--- config.mk ---
export PLATFORM = sky130hd
export DESIGN_NAME = game_flow_controller_flat
export DESIGN_NICKNAME = d
export VERILOG_FILES = /design/src/rtl/game_flow_controller_if.sv /design/src/rtl/game_flow_controller.sv /design/src/flat_wrapper.sv
export SDC_FILE = /design/constraint.sdc
export NUM_CORES = 1
export LEC_CHECK = 0
export ABC_AREA = 1
export BUFFER_PORTS_ARGS = -buffer_cell sky130_fd_sc_hd__buf_2
export CAP_MARGIN = 20
export CORE_MARGIN = 3
export CORE_UTILIZATION = 45
export CTS_CLUSTER_SIZE = 12
export DETAILED_ROUTE_END_ITERATION = 8
export PLACE_DENSITY_LB_ADDON = 0.1
export SKIP_CTS_REPAIR_TIMING = 1
export SLEW_MARGIN = 15
export SYNTH_ARGS = -nofsm -noshare
export SYNTH_HDL_FRONTEND = slang
export SYNTH_SLANG_ARGS = --single-unit
export TNS_END_PERCENT = 20
--- constraint.sdc ---
create_clock -name CLK -period 1.6 [get_ports CLK]
set_clock_uncertainty 0.15 [all_clocks]
set_input_delay 0.08 -clock CLK [delete_from_list [all_inputs] [get_ports CLK]]
set_output_delay 0.08 -clock CLK [all_outputs]
set_load 0.05 [all_outputs]
--- src/rtl/game_flow_controller_if.sv ---
// Player/frame inputs and status outputs of the game flow controller.
// master drives the inputs (game logic / bench); slave is the controller itself.
interface game_flow_controller_if;
    logic        vs;
    logic        start;
    logic        dead;
    logic        new_level;
    logic        initialize_level;
    logic [3:0]  level_idx;
    logic [15:0] deaths_bcd;
    logic        freeze;
    logic [3:0]  fade;
    logic        game_won;

    modport master (
        output vs, start, dead, new_level,
        input  initialize_level, level_idx, deaths_bcd, freeze, fade, game_won
    );

    modport slave (
        input  vs, start, dead, new_level,
        output initialize_level, level_idx, deaths_bcd, freeze, fade, game_won
    );
endinterface

--- src/rtl/game_flow_controller.sv ---
// Level / death / win sequencing for a tile game, paced by VGA frame ticks.
// Every output is a register loaded from the next-state decision, so it moves one CLK after its cause.
module game_flow_controller #(
    parameter int unsigned NUM_LEVELS   = 6,
    parameter int unsigned INIT_FRAMES  = 2,
    parameter int unsigned DEATH_FRAMES = 30
) (
    input  logic                 CLK,
    input  logic                 RESET,
    game_flow_controller_if.slave bus
);
    localparam int unsigned LVL_W  = 4;
    localparam int unsigned CNT_W  = 8;
    localparam int unsigned BCD_W  = 16;
    localparam int unsigned FADE_W = 4;
    localparam int unsigned DIGITS = BCD_W / 4;

    localparam logic [LVL_W-1:0]  LAST_LVL   = LVL_W'(NUM_LEVELS - 1);
    localparam logic [CNT_W-1:0]  INIT_LAST  = CNT_W'(INIT_FRAMES - 1);
    localparam logic [CNT_W-1:0]  DEATH_LAST = CNT_W'(DEATH_FRAMES - 1);
    localparam logic [FADE_W-1:0] FADE_MAX   = '1;
    localparam logic [BCD_W-1:0]  BCD_MAX    = BCD_W'(16'h9999);

    typedef enum logic [2:0] {
        IDLE, LOAD, PLAY, DYING, LVL_DONE, WON
    } state_t;

    state_t             state;
    state_t             state_n;
    logic               vs_q;
    logic               start_q;
    logic               tick;
    logic               press;
    logic [CNT_W-1:0]   frame_cnt;
    logic [CNT_W-1:0]   frame_cnt_n;
    logic [LVL_W-1:0]   level;
    logic [LVL_W-1:0]   level_n;
    logic [BCD_W-1:0]   deaths_q;
    logic [BCD_W-1:0]   deaths_n;
    logic [FADE_W-1:0]  fade_q;
    logic [FADE_W-1:0]  fade_n;
    logic               init_q;
    logic               freeze_q;
    logic               won_q;

    assign tick  = !vs_q && bus.vs;
    assign press = !start_q && bus.start;

    // Decimal increment of a 4-digit BCD word, sticking at 9999.
    function automatic logic [BCD_W-1:0] bcd_inc_sat(input logic [BCD_W-1:0] d);
        logic [BCD_W-1:0] r;
        logic             carry;
        r     = d;
        carry = 1'b1;
        if (d != BCD_MAX) begin
            for (int i = 0; i < DIGITS; i++) begin
                if (carry) begin
                    if (d[4*i +: 4] == 4'd9) begin
                        r[4*i +: 4] = 4'd0;
                    end else begin
                        r[4*i +: 4] = d[4*i +: 4] + 4'd1;
                        carry       = 1'b0;
                    end
                end
            end
        end
        return r;
    endfunction

    always_ff @(posedge CLK) begin
        if (RESET) state <= IDLE;
        else       state <= state_n;
    end

    always_comb begin
        state_n = state;
        unique case (state)
            IDLE, WON: if (press) state_n = LOAD;
            LOAD:      if (tick && frame_cnt == INIT_LAST) state_n = PLAY;
            PLAY: begin
                // Reaching the goal outranks a same-cycle collision.
                if (bus.new_level)  state_n = LVL_DONE;
                else if (bus.dead)  state_n = DYING;
            end
            DYING:     if (tick && frame_cnt == DEATH_LAST) state_n = LOAD;
            LVL_DONE:  if (tick && frame_cnt == DEATH_LAST) state_n = (level == LAST_LVL) ? WON : LOAD;
            default:   state_n = IDLE;
        endcase
    end

    always_comb begin
        frame_cnt_n = frame_cnt + CNT_W'(tick);
        level_n     = level;
        deaths_n    = deaths_q;
        fade_n      = fade_q;
        if (state_n != state) frame_cnt_n = '0;
        if ((state == IDLE || state == WON) && state_n == LOAD) begin
            level_n  = '0;
            deaths_n = '0;
        end
        if (state == LVL_DONE && state_n == LOAD) level_n = level + LVL_W'(1);
        if (state == PLAY && state_n == DYING) deaths_n = bcd_inc_sat(deaths_q);
        if ((state == DYING || state == LVL_DONE) && tick && fade_q != FADE_MAX)
            fade_n = fade_q + FADE_W'(1);
        // Fade is held through WON and dropped everywhere the screen should be bright.
        if (state_n == IDLE || state_n == LOAD || state_n == PLAY) fade_n = '0;
    end

    // vs_q/start_q reset high so the first cycle out of reset can't see an edge.
    always_ff @(posedge CLK) begin
        if (RESET) begin
            vs_q      <= 1'b1;
            start_q   <= 1'b1;
            frame_cnt <= '0;
            level     <= '0;
            deaths_q  <= '0;
            fade_q    <= '0;
            init_q    <= 1'b0;
            freeze_q  <= 1'b1;
            won_q     <= 1'b0;
        end else begin
            vs_q      <= bus.vs;
            start_q   <= bus.start;
            frame_cnt <= frame_cnt_n;
            level     <= level_n;
            deaths_q  <= deaths_n;
            fade_q    <= fade_n;
            init_q    <= (state_n == LOAD);
            freeze_q  <= (state_n != PLAY);
            won_q     <= (state_n == WON);
        end
    end

    assign bus.initialize_level = init_q;
    assign bus.level_idx        = level;
    assign bus.deaths_bcd       = deaths_q;
    assign bus.freeze           = freeze_q;
    assign bus.fade             = fade_q;
    assign bus.game_won         = won_q;

endmodule

--- src/flat_wrapper.sv ---
// flat-port wrapper written by rule: the top's interface ports become plain ports
module game_flow_controller_flat 
#(
    parameter int unsigned NUM_LEVELS   = 6,
    parameter int unsigned INIT_FRAMES  = 2,
    parameter int unsigned DEATH_FRAMES = 30
)
  (CLK, RESET, bus_vs, bus_start, bus_dead, bus_new_level, bus_initialize_level, bus_level_idx, bus_deaths_bcd, bus_freeze, bus_fade, bus_game_won);
  game_flow_controller_if bus_i ();
  input  logic CLK;
  input  logic RESET;
  input wire logic [$bits(bus_i.vs)-1:0] bus_vs;
  input wire logic [$bits(bus_i.start)-1:0] bus_start;
  input wire logic [$bits(bus_i.dead)-1:0] bus_dead;
  input wire logic [$bits(bus_i.new_level)-1:0] bus_new_level;
  output wire logic [$bits(bus_i.initialize_level)-1:0] bus_initialize_level;
  output wire logic [$bits(bus_i.level_idx)-1:0] bus_level_idx;
  output wire logic [$bits(bus_i.deaths_bcd)-1:0] bus_deaths_bcd;
  output wire logic [$bits(bus_i.freeze)-1:0] bus_freeze;
  output wire logic [$bits(bus_i.fade)-1:0] bus_fade;
  output wire logic [$bits(bus_i.game_won)-1:0] bus_game_won;
  assign bus_i.vs = bus_vs;
  assign bus_i.start = bus_start;
  assign bus_i.dead = bus_dead;
  assign bus_i.new_level = bus_new_level;
  assign bus_initialize_level = bus_i.initialize_level;
  assign bus_level_idx = bus_i.level_idx;
  assign bus_deaths_bcd = bus_i.deaths_bcd;
  assign bus_freeze = bus_i.freeze;
  assign bus_fade = bus_i.fade;
  assign bus_game_won = bus_i.game_won;
  game_flow_controller #(.NUM_LEVELS(NUM_LEVELS), .INIT_FRAMES(INIT_FRAMES), .DEATH_FRAMES(DEATH_FRAMES)) u_core (.CLK(CLK), .RESET(RESET), .bus(bus_i));
endmodule
==> flow_metrics.tcl <==
set metrics [dict create \
    avgViaCountPerCell 4.66 \
    reg2reg_from "u_core.frame_cnt[5]" \
    cts_buffer_depth 2 \
    die_area_mm2 0.00588 \
    synth_seq_area_share_pct 35.6 \
    required_ns 1.68 \
    route.final.wire_length_mm 5.39 \
    post-route-cell-area_mm2 0.00332 \
    wire_per_inst_um 11.1 \
    final_cell_mix "64 x buf_4, 43 x nand2_1, 43 x nor2_1, 39 x inv_1, 32 x buf_2" \
    rr_endpoint "u_core.bus.deaths_bcd[7]" \
    drc_errors 0 \
    path_cells "inv_2 > nand2_2 > nor2_4 > nand3_2 > nand2_2 > nand2_2 > nor2_4 > nand4_4 > nand2_4 > nand2_4 > nand2_1 > nand2_1 > nor2_1" \
    rsz0062_at_grt "true" \
    vdd_drop_max_v 0.000528 \
    worst_slack_ns -0.220 \
    post_dp_cell_area_mm2 0.00303 \
    failed_checks "setup timing" \
    cp_data_arrival_time_ns 1.90 \
    hold_class "in -> reg" \
    place_hpwl_mm 3.92 \
    leakagePower_uw 0.00155 \
    path_depth 13 \
    cts_tree "done" \
    area_growth_pct 47.4 \
    crit_family "simple AND/OR/NAND/NOR gates" \
    rrSetupSlack_ns -0.22 \
    start_util_pct 47.0 \
    grtUsageTotal_pct 17.5 \
    setup_viol 37 \
    cp_num_buf_inv 1 \
    crit_slowest_cell "dfxtp_2" \
    crit_start "u_core.frame_cnt[5]" \
    die_w_um 76.7 \
    timing.hold.ws_ns 0.0235 \
    drive_above_1_share_pct 46.9 \
    drtAntennaViolNets 0 \
    start_kind "flip-flop" \
    period_needed_ns 1.82 \
    setup_tns_ns -5.80 \
    worstSetupPathType "reg -> reg" \
    synthDistinctLibCells 32 \
    io_pins 33 \
    grt_pass1_vias 1974 \
    max_stage_delay_ns 0.34 \
    diodes 0 \
    drv_cap 0 \
    final_core_util_pct 69.3 \
    slew_headroom_pct 80.8 \
    root_buffer "clkbuf_8" \
    cp_common_cell "nand2_2" \
    power_density_mw_per_mm2 745 \
    synth_ff_type "dfxtp_1" \
    final_common_cell "buf_4" \
    worst_pin_slew_ns 0.287 \
    overflow 0 \
    cts.htree.levels 2 \
    path_max_fanout 6 \
    syn_nets 334 \
    yosysWarnings 0 \
    fmax_mhz 549 \
    synth_edf_count 0 \
    core_area_mm2 0.00479 \
    final_nets 438 \
    crit_path_end "u_core.bus.deaths_bcd[7]" \
    reg2regPathDepth 13 \
    slew_violations 0 \
    status "finished with violations" \
    async_reset_ff_share_pct 0 \
    antenna_found_initial 0 \
    ys_seq_elements 40 \
    synthCells 315 \
    clock_latency_ns 0.29 \
    gp_congestion 0.870 \
    clkTransAtPathRegs_ns 0.08 \
    grt_start_max_net_pins 15 \
    avgSynthCellArea_um2 7.14 \
    hold_viol 0 \
    grt_pass1_wl_mm 8.59 \
    die_h_um 76.7 \
    drtPass1Iterations 4 \
    post-place-ws_ns -0.245 \
    numCtsBuffers 5 \
    final.period_utilization_pct 114 \
    drt_iter0_drc 107 \
    endpoint_kind "flip-flop" \
    vias 2268 \
    cts_sinks 40 \
    fp-row-count 25 \
    port_buffers 32 \
    synth.cell_area_mm2 0.00225 \
]
==> where the power goes <==
group          leakage (µW)  switching (µW)  internal, µW
Clock             0.0000399             346           304
Sequential         0.000340            40.3          1050
Combinational       0.00117             470           264
==> worst min-delay path by stage <==
stage              start                       end  slack (ns)  cells after the start
2_1_floorplan      RESET  u_core.bus.deaths_bcd[0]       -0.01                      1
3_3_place_gp   bus_start            u_core.start_q        0.11                      3
3_5_place_dp   bus_start            u_core.start_q        0.12                      3
4_1_cts        bus_start            u_core.start_q       -0.19                      3
5_1_grt            RESET   u_core.bus.level_idx[1]        0.06                      3
6_report           RESET   u_core.bus.level_idx[1]        0.02                      3
==> registers in the layout, summed over array words and instances (netlist names) <==
name and cells:
u_core.vs_q 1, u_core.bus.initialize_level 1, u_core.frame_cnt 8, u_core.bus.game_won 1, u_core.bus.fade 4, u_core.bus.level_idx 4
u_core.bus.deaths_bcd 16, u_core.start_q 1, u_core.state 3, u_core.bus.freeze 1
==> metrics by stage <==
step | total power (µW) | std cells
finish | 2470 | 487
global placement | 1770 | 474
CTS | 2430 | 482
global route | 2610 | 487
floorplan | 1560 | 315
detailed placement | 1780 | 474
==> logic make-up after synthesis <==
family	after synthesis	share of synthesized area, %
AND/OR/NAND/NOR	168	35.9
buffers and inverters	50	8.40
flip-flops	40	35.6
AO/OA/AOI/OAI	32	8.18
adder cells (fa/ha/maj)	13	7.23
XOR/XNOR	12	4.67
==> Yosys cell counts (2+ instances only) <==
| library cell | n | share of area (%) |
|---|---|---|
| a21oi_1 | 21 | 4.7 |
| dfxtp_1 | 40 | 36 |
| ha_1 | 13 | 7.2 |
| inv_1 | 45 | 7.5 |
| inv_2 | 3 | 0.50 |
| nand2_1 | 55 | 9.2 |
| nand2_2 | 5 | 1.4 |
| nand3_1 | 27 | 6.0 |
| nand4_1 | 4 | 1.1 |
| nor2_1 | 51 | 8.5 |
| nor2_2 | 7 | 1.9 |
| nor2_4 | 3 | 1.5 |
| nor3_1 | 5 | 1.1 |
| o211ai_1 | 2 | 0.67 |
| o21ai_0 | 5 | 1.1 |
| or2_2 | 3 | 0.83 |
| xnor2_1 | 2 | 0.78 |
| xor2_1 | 10 | 3.9 |
==> layer usage <==
metal / GRT usage [%] / wire length, µm
met2: 27.4 / 2510
met1: 24.3 / 2640
met4: 4.89 / 46
met5: 0 / 0
met3: 3.64 / 202
==> cell type report <==
type / instances / area [µm²]
Clock buffer: 7 / 76.3
Clock inverter: 1 / 3.75
Fill cell: 417 / 1470
Inverter: 48 / 183
Multi-Input combinational cell: 225 / 1440
Sequential cell: 40 / 861
Tap cell: 67 / 83.8
Timing Repair Buffer: 99 / 672
==> worst reg2reg max path: stages, from the launching register on <==
cell,delay [ns]
dfxtp_2,0.34
inv_2,0.06
nand2_2,0.06
nor2_4,0.15
nand3_2,0.09
nand2_2,0.07
nand2_2,0.06
nor2_4,0.20
nand4_4,0.17
nand2_4,0.15
nand2_4,0.07
nand2_1,0.06
nand2_1,0.05
nor2_1,0.09
(Power assumes the default switching activity.)
